[src/rtl/reg_dump_sequencer_pkg.sv]
// reg_dump_pkg: shared types and constants for the register dump sequencer.
// Holds the FSM state enum, default geometry, the bytes-per-register constant
// and the byte order used by the serializer (MSB byte first on the wire).
// Optional feature macro used by the slice: DUMP_CHECKSUM_EN.
package reg_dump_pkg;

  localparam int DATA_W_DEFAULT   = 32;
  localparam int NUM_REGS_DEFAULT = 32;
  localparam int BYTES_PER_REG    = DATA_W_DEFAULT / 8;

  // 1: most significant byte of a word is transmitted first.
  localparam bit MSB_FIRST = 1'b1;

  typedef enum logic [2:0] {
    ST_IDLE,
    ST_REQ,
    ST_READ,
    ST_SEND,
    ST_CSUM,
    ST_DONE
  } state_e;

  function automatic int bytes_per_word(input int data_w);
    return data_w / 8;
  endfunction

endpackage

[src/rtl/reg_dump_sequencer_word_serializer.sv]
// word_serializer: turns a DATA_W word into a valid/ready byte stream.
// Ports:
//   clk, rst        clock, asynchronous active-high reset
//   load_i, word_i  load a full word; bytes go out in MSB_FIRST order
//   load_byte_i,
//   byte_i          load a single byte (sent as a one-byte "word")
//   data_o, valid_o byte stream out; both held stable while ready_i is low
//   ready_i         downstream accepts the byte on valid_o && ready_i
//   last_o          pulse: final byte of the current load is being accepted
// DATA_W must be a multiple of 8.
module word_serializer
  import reg_dump_pkg::*;
#(
  parameter int DATA_W = DATA_W_DEFAULT
) (
  input  logic              clk,
  input  logic              rst,
  input  logic              load_i,
  input  logic [DATA_W-1:0] word_i,
  input  logic              load_byte_i,
  input  logic [7:0]        byte_i,
  output logic [7:0]        data_o,
  output logic              valid_o,
  input  logic              ready_i,
  output logic              last_o
);

  localparam int BYTES = bytes_per_word(DATA_W);
  localparam int CNT_W = (BYTES > 1) ? $clog2(BYTES) : 1;
  localparam logic [CNT_W-1:0] LAST_CNT = CNT_W'(BYTES - 1);

  logic [DATA_W-1:0] word_q, word_d;
  logic [CNT_W-1:0]  cnt_q, cnt_d;
  logic              valid_q, valid_d;
  logic              accept;

  assign accept = valid_q && ready_i;
  assign last_o = accept && (cnt_q == LAST_CNT);

  always_comb begin
    word_d  = word_q;
    cnt_d   = cnt_q;
    valid_d = valid_q;
    if (load_i) begin
      word_d  = word_i;
      cnt_d   = '0;
      valid_d = 1'b1;
    end else if (load_byte_i) begin
      // A single byte is staged at the output position and the counter is
      // pre-set to the last slot, so it is sent exactly once.
      word_d = '0;
      if (MSB_FIRST) word_d[DATA_W-1 -: 8] = byte_i;
      else           word_d[7:0]           = byte_i;
      cnt_d   = LAST_CNT;
      valid_d = 1'b1;
    end else if (accept) begin
      if (cnt_q == LAST_CNT) begin
        // Clear the shifter so the byte output idles at zero.
        valid_d = 1'b0;
        word_d  = '0;
      end else begin
        cnt_d  = cnt_q + 1'b1;
        word_d = MSB_FIRST ? (word_q << 8) : (word_q >> 8);
      end
    end
  end

  always_ff @(posedge clk or posedge rst) begin
    if (rst) begin
      word_q  <= '0;
      cnt_q   <= '0;
      valid_q <= 1'b0;
    end else begin
      word_q  <= word_d;
      cnt_q   <= cnt_d;
      valid_q <= valid_d;
    end
  end

  assign data_o  = MSB_FIRST ? word_q[DATA_W-1 -: 8] : word_q[7:0];
  assign valid_o = valid_q;

endmodule

[src/rtl/reg_dump_sequencer.sv]
// reg_dump_sequencer: debug controller that stalls the pipeline, walks the
// register bank 0..NUM_REGS-1 and streams every word MSB byte first to the
// UART TX FIFO.
// Ports:
//   clk, rst      clock, asynchronous active-high reset
//   i_start       dump request, sampled only while idle
//   i_halted      pipeline reports it has drained and is frozen
//   o_stall_req   stall request, held for the whole dump
//   o_rd_addr     register-bank read address (holds its value while idle)
//   i_rd_data     register-bank read data, valid READ_LAT cycles after address
//   o_tx_data,
//   o_tx_valid,
//   i_tx_ready    byte stream to the transmitter
//   o_busy        high in every state except idle
//   o_done        one-cycle pulse at the end of the dump
// Macro DUMP_CHECKSUM_EN: append one byte holding the XOR of all sent bytes.
module reg_dump_sequencer
  import reg_dump_pkg::*;
#(
  parameter int DATA_W   = DATA_W_DEFAULT,
  parameter int NUM_REGS = NUM_REGS_DEFAULT,
  parameter int ADDR_W   = $clog2(NUM_REGS),
  parameter int READ_LAT = 1
) (
  input  logic              clk,
  input  logic              rst,
  input  logic              i_start,
  input  logic              i_halted,
  output logic              o_stall_req,
  output logic [ADDR_W-1:0] o_rd_addr,
  input  logic [DATA_W-1:0] i_rd_data,
  output logic [7:0]        o_tx_data,
  output logic              o_tx_valid,
  input  logic              i_tx_ready,
  output logic              o_busy,
  output logic              o_done
);

  localparam int LAT_W = (READ_LAT > 1) ? $clog2(READ_LAT) : 1;
  localparam logic [LAT_W-1:0] LAST_LAT = LAT_W'(READ_LAT - 1);
  // One bit wider than the address so the compare stays exact when NUM_REGS
  // is not a power of two.
  localparam logic [ADDR_W:0] LAST_IDX = (ADDR_W + 1)'(NUM_REGS - 1);

  state_e            state_q, state_d;
  logic [ADDR_W:0]   index_q, index_d;
  logic [LAT_W-1:0]  lat_q, lat_d;
  logic [ADDR_W-1:0] rd_addr_q, rd_addr_d;
  logic              stall_q, stall_d;
  logic              busy_q, busy_d;
  logic              done_q, done_d;

  logic              ser_load;
  logic              ser_load_byte;
  logic [7:0]        ser_byte;
  logic              ser_last;
  logic [7:0]        tx_data;
  logic              tx_valid;

`ifdef DUMP_CHECKSUM_EN
  logic [7:0]        csum_q, csum_d;
`endif

  word_serializer #(
    .DATA_W (DATA_W)
  ) u_ser (
    .clk         (clk),
    .rst         (rst),
    .load_i      (ser_load),
    .word_i      (i_rd_data),
    .load_byte_i (ser_load_byte),
    .byte_i      (ser_byte),
    .data_o      (tx_data),
    .valid_o     (tx_valid),
    .ready_i     (i_tx_ready),
    .last_o      (ser_last)
  );

  always_comb begin
    state_d       = state_q;
    index_d       = index_q;
    lat_d         = lat_q;
    ser_load      = 1'b0;
    ser_load_byte = 1'b0;
    ser_byte      = '0;
`ifdef DUMP_CHECKSUM_EN
    csum_d        = csum_q;
`endif

    case (state_q)
      ST_IDLE: begin
        if (i_start) begin
          state_d = ST_REQ;
          index_d = '0;
`ifdef DUMP_CHECKSUM_EN
          csum_d  = '0;
`endif
        end
      end

      ST_REQ: begin
        if (i_halted) begin
          state_d = ST_READ;
          lat_d   = '0;
        end
      end

      ST_READ: begin
        if (lat_q == LAST_LAT) begin
          ser_load = 1'b1;
          state_d  = ST_SEND;
        end else begin
          lat_d = lat_q + 1'b1;
        end
      end

      ST_SEND: begin
`ifdef DUMP_CHECKSUM_EN
        if (tx_valid && i_tx_ready) csum_d = csum_q ^ tx_data;
`endif
        if (ser_last) begin
          if (index_q == LAST_IDX) begin
`ifdef DUMP_CHECKSUM_EN
            // The byte accepted on this edge is folded in directly, since
            // csum_q only catches up after the edge.
            state_d       = ST_CSUM;
            ser_load_byte = 1'b1;
            ser_byte      = csum_q ^ tx_data;
`else
            state_d = ST_DONE;
`endif
          end else begin
            index_d = index_q + 1'b1;
            lat_d   = '0;
            state_d = ST_READ;
          end
        end
      end

`ifdef DUMP_CHECKSUM_EN
      ST_CSUM: begin
        if (ser_last) state_d = ST_DONE;
      end
`endif

      ST_DONE: state_d = ST_IDLE;

      default: state_d = ST_IDLE;
    endcase

    // Outputs are registered from the next state so they change together
    // with the state they describe.
    stall_d   = (state_d == ST_REQ) || (state_d == ST_READ) ||
                (state_d == ST_SEND) || (state_d == ST_CSUM);
    busy_d    = (state_d != ST_IDLE);
    done_d    = (state_d == ST_DONE);
    rd_addr_d = (state_d == ST_READ) ? index_d[ADDR_W-1:0] : rd_addr_q;
  end

  always_ff @(posedge clk or posedge rst) begin
    if (rst) begin
      state_q   <= ST_IDLE;
      index_q   <= '0;
      lat_q     <= '0;
      rd_addr_q <= '0;
      stall_q   <= 1'b0;
      busy_q    <= 1'b0;
      done_q    <= 1'b0;
    end else begin
      state_q   <= state_d;
      index_q   <= index_d;
      lat_q     <= lat_d;
      rd_addr_q <= rd_addr_d;
      stall_q   <= stall_d;
      busy_q    <= busy_d;
      done_q    <= done_d;
    end
  end

`ifdef DUMP_CHECKSUM_EN
  always_ff @(posedge clk or posedge rst) begin
    if (rst) csum_q <= '0;
    else     csum_q <= csum_d;
  end
`endif

  assign o_stall_req = stall_q;
  assign o_rd_addr   = rd_addr_q;
  assign o_tx_data   = tx_data;
  assign o_tx_valid  = tx_valid;
  assign o_busy      = busy_q;
  assign o_done      = done_q;

endmodule

[config.mk]
export PLATFORM = sky130hd
export DESIGN_NAME = reg_dump_sequencer
export DESIGN_NICKNAME = d
export VERILOG_FILES = /design/src/rtl/reg_dump_sequencer_pkg.sv /design/src/rtl/reg_dump_sequencer_word_serializer.sv /design/src/rtl/reg_dump_sequencer.sv
export SDC_FILE = /design/constraint.sdc
export NUM_CORES = 1
export LEC_CHECK = 0
export ABC_CLOCK_PERIOD_IN_PS = 2850
export CORE_MARGIN = 2
export CORE_UTILIZATION = 45
export CTS_BUF_LIST = sky130_fd_sc_hd__clkbuf_4 sky130_fd_sc_hd__clkbuf_8
export DETAILED_ROUTE_END_ITERATION = 8
export PLACE_DENSITY = 0.83
export SETUP_SLACK_MARGIN = 0.05
export SYNTH_ARGS = -nofsm -noshare
export SYNTH_HDL_FRONTEND = slang
export SYNTH_HIERARCHICAL = 1
export SYNTH_SLANG_ARGS = --single-unit
[constraint.sdc]
create_clock -name clk -period 2.85 [get_ports clk]
set_input_delay 0.855 -clock clk [delete_from_list [all_inputs] [get_ports clk]]
set_output_delay 0.855 -clock clk [all_outputs]
set_load 0.01 [all_outputs]
* Word-level counts from Yosys, hierarchy flattened
Cells that the tools add are included.
** Cells by class
- $add $sub $neg :: 3
- Equality and inequality tests :: 15
- Mux-type cells :: 26
- Reductions and logical operators :: 15
** Operators with widths (number)
- $mux W32 :: 3
- $mux W6 :: 3
- $mux W3 :: 5
- $eq A3 B2 Y1 const B :: 4
- $pmux W3 S4 :: 1
- $pmux W6 S2 :: 1
- $ne A2 B2 Y1 const B :: 5
- $mux W1 :: 9
- $reduce_and A4 Y1 :: 2
- $add A6 B1 Y6 const B :: 1
- $eq A3 B1 Y1 const B :: 2
- $eq A3 B3 Y1 const B :: 2
- $eq A6 B5 Y1 const B :: 1
- $mux W2 :: 3
- $reduce_bool A2 Y1 :: 3
- $reduce_bool A3 Y1 :: 2
- $reduce_and A2 Y1 :: 2
- $logic_not A3 Y1 :: 1
- $logic_or A1 B1 Y1 :: 3
- $pmux W1 S3 :: 1
- $add A2 B1 Y2 const B :: 1
- $eq A2 B2 Y1 const B :: 1
- $logic_and A1 B1 Y1 :: 2
- $add A1 B1 Y1 const B :: 1
** Word-level totals
- Bits in registers :: 53
- Output and inout bits :: 17

* Longest topological paths before layout
- Depth after elaboration :: 8
- Depth in mapped cells :: 7
- Gate-level depth less buffers :: 7

* Modules after synthesis
The synthesis kept the hierarchy.
** By module, submodules not included
- word_serializer :: times used 1, cells each 158, area each 1639.1 um^2
- reg_dump_sequencer :: times used 1, cells each 75, area each 865.8 um^2

* Worst setup path before layout
No wires, ideal clock.
- Path type :: input-to-reg
- Start :: input port i_tx_ready
- End :: register rd_addr_q[0] (netlist: o_rd_addr[0])
- Arrival :: 2133 ps
- Setup slack :: 592 ps
- Stages :: 6
- Path buffers :: 1
- Cell sequence :: and3_1 a21boi_4 a21oi_2 or3_1 buf_6 mux2_4
** On the way
- Cells in the longest elaborated chain, start to end :: 5
- Elaborated cells on any way between the ends :: 7
- Classes of those cells :: 1 x eq/ne; 4 x mux; 2 x reduce/logical
** RTL lines
- start, declared :: RTL line reg_dump_sequencer.sv:34 : input logic i_tx_ready,
- $logic_and A1 B1 Y1 * :: RTL line reg_dump_sequencer_word_serializer.sv:37 : assign accept = valid_q && ready_i;
- $logic_and A1 B1 Y1 * :: RTL line reg_dump_sequencer_word_serializer.sv:38 : assign last_o = accept && (cnt_q == LAST_CNT);
- $mux W3 :: RTL line reg_dump_sequencer.sv:121 : if (ser_last) begin
- $pmux W3 S4 :: RTL line reg_dump_sequencer.sv:90 : case (state_q)
- $eq A3 B2 Y1 :: RTL line reg_dump_sequencer.sv:157 : rd_addr_d = (state_d == ST_READ) ? index_d[ADDR_W-1:0] : rd_addr_q;
- end signal, assigned :: RTL line reg_dump_sequencer.sv:173 : rd_addr_q <= rd_addr_d;
- end, declared :: RTL line reg_dump_sequencer.sv:48 : logic [ADDR_W-1:0] rd_addr_q, rd_addr_d;
Every way passes the cells marked *; elsewhere a longest branch is shown, timed or not. The select of a mux whose other input is x is not followed.
A chain may end at the register's enable or synchronous reset.

* Worst setup path in the final report
- Start :: input port i_tx_ready
- End :: register rd_addr_q[3] (netlist: o_rd_addr[3])
** On the way
- Cells in the longest elaborated chain, start to end :: 5
- Elaborated cells on any way between the ends :: 7
- Classes of those cells :: 1 x eq/ne; 4 x mux; 2 x reduce/logical
** RTL lines
- $logic_and A1 B1 Y1 * :: RTL line reg_dump_sequencer_word_serializer.sv:37
- $logic_and A1 B1 Y1 * :: RTL line reg_dump_sequencer_word_serializer.sv:38
- net ser_last :: RTL line reg_dump_sequencer.sv:56 : logic ser_last;
- $mux W3 :: RTL line reg_dump_sequencer.sv:121
- $pmux W3 S4 :: RTL line reg_dump_sequencer.sv:90
- $eq A3 B2 Y1 :: RTL line reg_dump_sequencer.sv:157
The timed path passes the listed nets; every way through them passes the cells marked *. The select of a mux whose other input is x is not followed.

==> results.md <==
* Arrival @ worst endpoint at 2630 ps
* Power Density at 837 nW/um^2
* Relative slew slack at 57.6%
* GRT busiest layer: met2
* Vias in the first global route at 1,882
* Total GRT Usage at 17.4%
* GRT overflow at 0
* RSZ-0062 raised after global routing: false
* Fmax at 0.409 GHz
* Worst hold start: u_ser/word_q[30]
* Port buffer count at 53
* Netlist cell types at 43
* Largest net degree at the start of global routing at 36
* Final instance area at 3180 um^2
* Min-Delay Path Class: flop to flop
* Critical Path Source Type: input pin
* Core Box Area at 5440 um^2
* Post-synth top area share at 51.9%
* Mapped Area at 2500 um^2
* Pre-antenna DRT Iters at 4
* Leakage at 0.00140 uW
* Total Neg Setup Slack at 0 ps
* Dpl hpwl at 3.61 mm
* Leading area contributor after synthesis: dfrtp_1
* Clock buffer depth at 2
* Top Ports at 54
* Fin crit share at 85.8%
* Critical path class: input pin to flop
* Ys flop type: dfrtp_1
* FF-to-FF End: o_rd_addr[3]
* Share of layout cells above drive strength 1 at 11.3%
* Nets at 329
* Root Driver: clkbuf_8
* Max FO, Critical Path at 5
* CTS tree: built
* Area Overhead vs Synth at 27.1%
* Cells after synthesis at 233
* Max-slew violations at 0
* Post-DRT Antenna Nets at 0
* Syn_area_per_cell at 10.8 um^2
* Post-cts resize count at 0
* Routed WL at 5.18 mm
* GPL Wtd Cong at 0.866
* Tightest Pin Transition at 635 ps
* Die Y-Extent at 78.6 um
* R2r setup slk at 670 ps
* Max H-tree Level at 2
* 1st-iter DRT viols at 150
* Met2 Use GR at 28.6%
* Wirelength per Cell at 14.3 um
* Top cells by area, synth: dfrtp_1 52%, a221oi_1 8.4%, nor2_1 6.4%
* Placed Area at 3070 um^2
* Hold buffer count at CTS at 0
* Clock tree sinks at 52
* Initial antenna violation count at 0
* Via count at 1,928
* Remaining DRCs at 0
* CTS Buf Count at 5
* Maxcap violations at 0
* FF+latch count, synth at 52
* Yosys warns at 6
* Hold-critical path depth at 2
* Outcome: finished, final reports clean
* R2R Path Start: index_q[0]
* Minimum clock period at 2450 ps
* Place WS at 91.5 ps
* R2R cell count at 6
* Final Hold Fails at 0
* Setup violators final at 0
* Vias/cell at 5.31
* Clk_skew at 13.0 ps
* Async SR Flop Fraction at 100%
* Clk_lat worst skew at 300 ps
* Row cnt at 27
* Met3 Use GR at 2.53%
* CP required at 3030 ps
* Max IR drop VDD at 0.421 mV
* First-pass GRT wire length at 8.65 mm
* PnR worst setup slack at 403 ps
* Post-synth EDFFs at 0
* Full die area at 6180 um^2
* Postcts setup bufs at 0
* CTS clk-pin slew, worst paths at 90 ps
* Met1 GRT Util at 23.5%
* Sequential-to-total area share from yosys stat at 51.9%
* Initial Utilization at 46.1%
* Antenna Cells at 0
* Hold Path End: u_ser/word_q[30]
* Fill cell count at 469
* Critical Path End Type: flop
* DIE WIDTH at 78.6 um
-- per-stage QoR --
stage | hold slack [ps] | total power [uW] | util [%] | instances
2_1_floorplan | 451 | 1900 | - | 245
3_3_place_gp | 466 | 2140 | 56.5 | 355
3_5_place_dp | 476 | 2180 | 56.5 | 355
4_1_cts | 497 | 2680 | 58.5 | 363
5_1_grt | 524 | 2850 | 58.5 | 363
6_report | 489 | 2670 | 58.5 | 363
-- cell usage after synthesis (2+ instances only) --
cell type  instances
a21oi_1            5
a221oi_1          24
a22o_1             9
and3_1             2
and4_2             2
buf_2              5
buf_4             11
buf_6              4
dfrtp_1           52
ha_1               2
inv_1              5
mux2_4             5
nand2_1           10
nand2b_1           2
nand3b_1           3
nand4_1            3
nor2_1            43
nor3_1             3
o21ai_0           15
o21ai_1            4
xor2_1             2
-- where the power goes --
| group | total, uW | switching, uW | internal (uW) |
|---|---|---|---|
| clock | 494 | 234 | 260 |
| combinational | 1010 | 498 | 510 |
| sequential | 1160 | 179 | 985 |
-- how the worst max path moves through the flow --
stage	from	to	slack [ps]	depth (start not counted)
2_1_floorplan	i_tx_ready	o_rd_addr[0]	590	6
3_3_place_gp	i_tx_ready	o_rd_addr[1]	120	6
3_5_place_dp	i_tx_ready	o_rd_addr[2]	90	6
4_1_cts	i_tx_ready	o_rd_addr[4]	410	6
5_1_grt	i_tx_ready	o_rd_addr[3]	340	6
6_report	i_tx_ready	o_rd_addr[3]	400	6
-- cells by family after synthesis --
logic type,Yosys count,share of synthesized area (%)
flip-flops,52,51.9
adder cells (fa/ha/maj),2,0.999
buffers and inverters,27,7.14
XOR/XNOR,2,0.699
AO/OA/AOI/OAI,67,20.7
AND/OR/NAND/NOR,76,14.9
multiplexers,6,3.40
other,1,0.150
-- state kept, by name, indices dropped and copies added (netlist names) --
register       flops
o_stall_req        1
u_ser/valid_o      1
o_done             1
o_rd_addr          5
u_ser/word_q      32
state_q            3
index_q            6
o_busy             1
u_ser/cnt_q        2
-- cell type report --
cell class / instances / area, um^2 / share of cell area, %
sequential: 52 / 1300 / 40.9
multi-input combinational: 166 / 1080 / 33.9
timing repair buffer: 60 / 583 / 18.3
tap: 72 / 90.1 / 2.83
clock buffer: 5 / 68.8 / 2.16
clock inverter: 3 / 42.5 / 1.34
inverter: 5 / 18.8 / 0.589
-- cells in the final DEF (no fill, tap or decap), types with 4 or more instances in the layout --
| cell | synthesis | routed |
|---|---|---|
| nor2_1 | 43 | 42 |
| dfrtp_1 | 52 | 52 |
| clkbuf_8 | 0 | 5 |
| a221oi_1 | 24 | 24 |
| mux2_4 | 5 | 5 |
| a21oi_1 | 5 | 5 |
| buf_4 | 11 | 7 |
| conb_1 | 1 | 13 |
| nand2_1 | 10 | 10 |
| o21ai_1 | 4 | 4 |
| inv_1 | 5 | 5 |
| clkdlybuf4s50_1 | 0 | 53 |
| a22o_1 | 9 | 9 |
| o21ai_0 | 15 | 15 |
-- metal layers --
layer	up-vias	routed length, um
li1	945	-
met1	943	2440
met2	33	2510
met3	7	155
met4	0	74
met5	-	0
-- critical path: stages --
cell	delay, ps
clkdlybuf4s50_1	470
and3_1	170
a21boi_4	230
a21oi_2	80
or3_1	470
mux2_4	350
(Power assumes the default switching activity.)
==> RTL edit 1 (same settings) <==
Encoding of `state_e`: now one-hot (6 bits for 6 states).
--- a/src/rtl/reg_dump_sequencer_pkg.sv
+++ b/src/rtl/reg_dump_sequencer_pkg.sv
@@ -11,13 +11,13 @@
   // 1: most significant byte of a word is transmitted first.
   localparam bit MSB_FIRST = 1'b1;
 
-  typedef enum logic [2:0] {
-    ST_IDLE,
-    ST_REQ,
-    ST_READ,
-    ST_SEND,
-    ST_CSUM,
-    ST_DONE
+  typedef enum logic [5:0] {
+    ST_IDLE = 6'b000001,
+    ST_REQ  = 6'b000010,
+    ST_READ = 6'b000100,
+    ST_SEND = 6'b001000,
+    ST_CSUM = 6'b010000,
+    ST_DONE = 6'b100000
   } state_e;
 
   function automatic int bytes_per_word(input int data_w);
Formal check against the unedited RTL: same outputs for any inputs over 10 cycles, from zero or initial values and one cycle with rst high; not proved beyond that.
==> RTL edit 1 against the original RTL <==
Sequential cell count increased by 3. Sequential share of layout area decreased by 0.057 points. Synthesized area increased by 8.6%. Wire length increased by 13%. Register-to-register slack improved by 0.08 ns. Worst setup slack improved by 0.046 ns. Cell area increased by 6.0%.
Power is not compared: it rests on default switching activity, and its combinational part moved more than twofold at a synthesized area within 25%.
==> RTL edit 1: results (changes against the original RTL) <==
* Met3 Routed Length at 319 um (+110%)
* Post-synthesis sequential area ratio at 50.6% (-1.3 points)
* Cell variety after synth at 51 (+19%)
* Multi-input gate count at 191 (+15%)
* Layout fillers at 517 (+10%)
* GR Layer Usage met1 at 26.1% (+2.6 points)
* Top post-synthesis cells by area: dfrtp_1 50%, a221oi_1 7.7%, nor2_1 5.2%, buf_4 3.0%, a22o_1 2.6%
* Crit path DAT at 2.64 ns (about the same)
* Clk_skew at 0.0169 ns (+0.00389 ns)
* DP Area at 3280 um2 (+6.7%)
* XOR/XNOR share of the synthesized area at 0.322% (-0.38 points)
* Worst r2r dst: u_ser/word_q[20]
* Synthesized-area fraction occupied by adder cells at 0.920% (-0.079 points)
* Status: finished clean
* First-pass GRT wire length at 9.67 mm (+12%)
* R2r startpoint: state_q[5]
* Detail Placement HPWL at 4.24 mm (+17%)
* Hold WS at 0.498 ns (+0.00924 ns)
* GPL Wtd Cong at 0.901 (+4.0%)
* Tot GR Track Use at 18.8% (+1.4 points)
* R2r setup slk at 0.75 ns (+0.08 ns)
* Min-delay src: u_ser/word_q[24]
* Buffering overhead at 17.0% (-1.3 points)
* Inverter count at 8 (+3)
* Multiplexer share of the synthesized area at 2.30% (-1.1 points)
* Layout cells sized above 1 at 8.10% (-3.2 points)
* Vias in the first global route at 2061 (+9.5%)
* Wire per inst at 14.8 um (+3.8%)
* Post-synth top cells: 54 x dfrtp_1, 38 x nor2_1, 24 x a221oi_1
* Slew margin rel. at 51.5% (-6.1 points)
* Clock-cell share at 2.89% (-0.61 points)
* Seq_cells at 55 (+5.8%)
* Worst-Skew Late Latency at 0.32 ns (+0.02 ns)
* Critical Path Sink: index_q[5]
* Metal-1 WL at 2.76 mm (+13%)
* WL met2 at 2.72 mm (+8.4%)
* Worst Path Max Fanout at 11 (+6)
* Complex-gate fraction of the synthesized area at 20.9% (+0.14 points)
* Fraction of area in multi-input gates at 35.6% (+1.7 points)
RTL edit 1: changes by cell type in the layout (fill, tap and decap cells not counted), sizes merged, moves of 3 or more:
cell,change
nor2,-4
nand2,+8
inv,+6
mux2i,+3
mux2,-3
nor2b,+3
nand3,+6
nor4,+4
RTL edit 1: stage by stage:
stage          setup slack [ns]  total power, uW  util, %  cells
2_1_floorplan             0.781             1010        -    276
3_3_place_gp              0.211             1100     55.7    388
3_5_place_dp              0.154             1110     55.7    388
4_1_cts                   0.472             1570     57.4    396
5_1_grt                   0.228             1630     57.4    396
6_report                  0.450             1560     57.4    396
RTL edit 1: worst max-delay path: stages:
cell,delay [ns]
clkdlybuf4s50_1,0.49
and3_1,0.40
o21ai_0,0.27
nor4_1,0.41
mux2i_1,0.22
==> RTL edit 2 (config.mk and constraints unchanged) <==
Without the edit above. Set the package constant `MSB_FIRST` to 1'b0 (it was 1'b1).
--- a/src/rtl/reg_dump_sequencer_pkg.sv
+++ b/src/rtl/reg_dump_sequencer_pkg.sv
@@ -9,7 +9,7 @@
   localparam int BYTES_PER_REG    = DATA_W_DEFAULT / 8;
 
   // 1: most significant byte of a word is transmitted first.
-  localparam bit MSB_FIRST = 1'b1;
+  localparam bit MSB_FIRST = 1'b0;
 
   typedef enum logic [2:0] {
     ST_IDLE,
Formal check against the unedited RTL: not equivalent (Yosys sat finds a counterexample within 4 cycles, from zero or initial values and one cycle with rst high).
==> RTL edit 2 against the original RTL <==
Cell area decreased by 0.47%. Global-route usage decreased by 0.12 points. Via count increased by 0.99%. Fmax decreased by 1.0%. Sequential cell count unchanged. Worst hold slack got worse by 0.0084 ns. Clock power decreased by 14%. Synthesized area increased by 1.1%. Worst setup slack got worse by 0.026 ns. Largest cell class unchanged. Sequential share of layout area increased by 0.19 points. Register-to-register slack got worse by 0.03 ns. Power decreased by 2.5%. Wire length decreased by 0.71%. Combinational power about the same.
==> RTL edit 2: results (changes against the original RTL) <==
* Clock-net power at 427 uW (-14%)
* GPL Wtd Cong at 0.877 (+1.2%)
* IO Port Bufs at 53 (unchanged)
* DP Worst Slack at 0.0720 ns (-0.0196 ns)
* P per Cell Area at 820 nW/um2 (-2.1%)
* Top post-synthesis cells by area: dfrtp_1 51%, a221oi_1 8.3%, nor2_1 6.4%, buf_4 3.3%, a22o_1 3.1%
* H-tree levels at 2 (unchanged)
* Status: finished clean
* Tot GR Track Use at 17.3% (-0.12 points)
* Routed via count at 1947 (+0.99%)
* Initial antenna violation count at 0 (unchanged)
* Worst Path Max Fanout at 5 (unchanged)
* Total iterations of the first detailed-routing run at 4 (unchanged)
* NumNets Final at 328 (-0.30%)
* Crit path DAT at 2.64 ns (about the same)
* DRT iter0 DRCs at 91 (-39%)
* Post-synthesis sequential area ratio at 51.4% (-0.59 points)
* Wire per inst at 14.2 um (-0.44%)
* Post-cts repair resize count at 0 (unchanged)
* Synth top area share at 51.4% (-0.59 points)
* Predominant post-synthesis flop cell: dfrtp_1
* Cell variety after synth at 41 (-4.7%)
* DP Area at 3070 um2 (about the same)
* Mapped Cells at 233 (unchanged)
* Root Buffer: clkbuf_8
* Slowest-stage cell, CP: or3_1
* Commonest non-fill, non-tap cell in the layout: clkdlybuf4s50_1
* First-pass GRT wire length at 8.67 mm (+0.24%)
* Total CTS buffers at 5 (unchanged)
* Yosys warns at 6 (unchanged)
* Seq pwr share at 44.7% (+1.0 points)
* Slowest stage delay, CP at 0.48 ns
* Largest net degree at the start of global routing at 36 (unchanged)
* Slew margin rel. at 54.3% (-3.3 points)
* Clk_skew at 0.00766 ns (-0.00536 ns)
* Worst-Skew Late Latency at roughly 0.29 ns
* Placed Cells at 354 (-0.28%)
* Switch share at 34.3% (+0.14 points)
* Non-filler cells, final at 362 (-0.28%)
* CTS clock-pin slew for the worst setup and hold paths at 0.08 ns
* Leak at 0.00140 uW (-0.40%)
* Layout cells sized above 1 at 11.0% (-0.31 points)
* Layout fillers at 484 (+3.2%)
* Peak VDD IR at 0.358 mV (-15%)
* Detail Placement HPWL at 3.79 mm (+5.0%)
## RTL edit 2: changes by cell type after synthesis
cell / delta
a211oi_2: -1
a211oi_4: +1
buf_1: -1
buf_6: +2
clkbuf_1: -1
nor3_2: -1
nor3_4: +1
## RTL edit 2: kinds of logic after synthesis
logic type	Yosys count	synth area share, %
compound gates	67	20.8
xor+xnor	2	0.691
fa+ha+maj	2	0.987
buf+inv	27	7.65
flops	52	51.4
mux	6	3.36
other cells	1	0.148
simple gates	76	15.0
## RTL edit 2: worst paths after layout
path	from	end	slack (ns)	depth (start not counted)
setup / recovery	i_tx_ready	o_rd_addr[3]	0.38	6
hold reg to reg	u_ser/word_q[4]	u_ser/word_q[4]	0.48	2
setup reg to reg	index_q[0]	o_rd_addr[3]	0.64	6
hold / removal	u_ser/word_q[4]	u_ser/word_q[4]	0.48	2
max in group asynchronous	rst	index_q[2]	1.48	2
min in group asynchronous	rst	o_busy	0.97	2
## RTL edit 2: metal layers
layer	vias to the layer above	routed length, um	GRT usage (%)	share of wire, %
met2	46	2490	26.8	48
met3	12	195	2.50	3.8
met4	0	143	7.93	2.8
met5	-	0	0	0
met1	941	2310	24.1	45
li1	948	-	-	-
## RTL edit 2: worst register-to-register path, stage by stage, from the launching register on
cell,delay [ns]
dfrtp_1,0.44
ha_1,0.26
and3b_2,0.28
a21boi_4,0.20
a21oi_2,0.08
or3_1,0.48
mux2_4,0.35
## RTL edit 2: area by class of cell
| class | instances | area, um2 | area share [%] |
|---|---|---|---|
| clock buffer | 8 | 97.6 | 3.08 |
| inverter | 5 | 18.8 | 0.592 |
| multi-input combinational | 166 | 1090 | 34.3 |
| sequential | 52 | 1300 | 41.1 |
| tap | 72 | 90.1 | 2.84 |
| timing repair buffer | 59 | 576 | 18.2 |
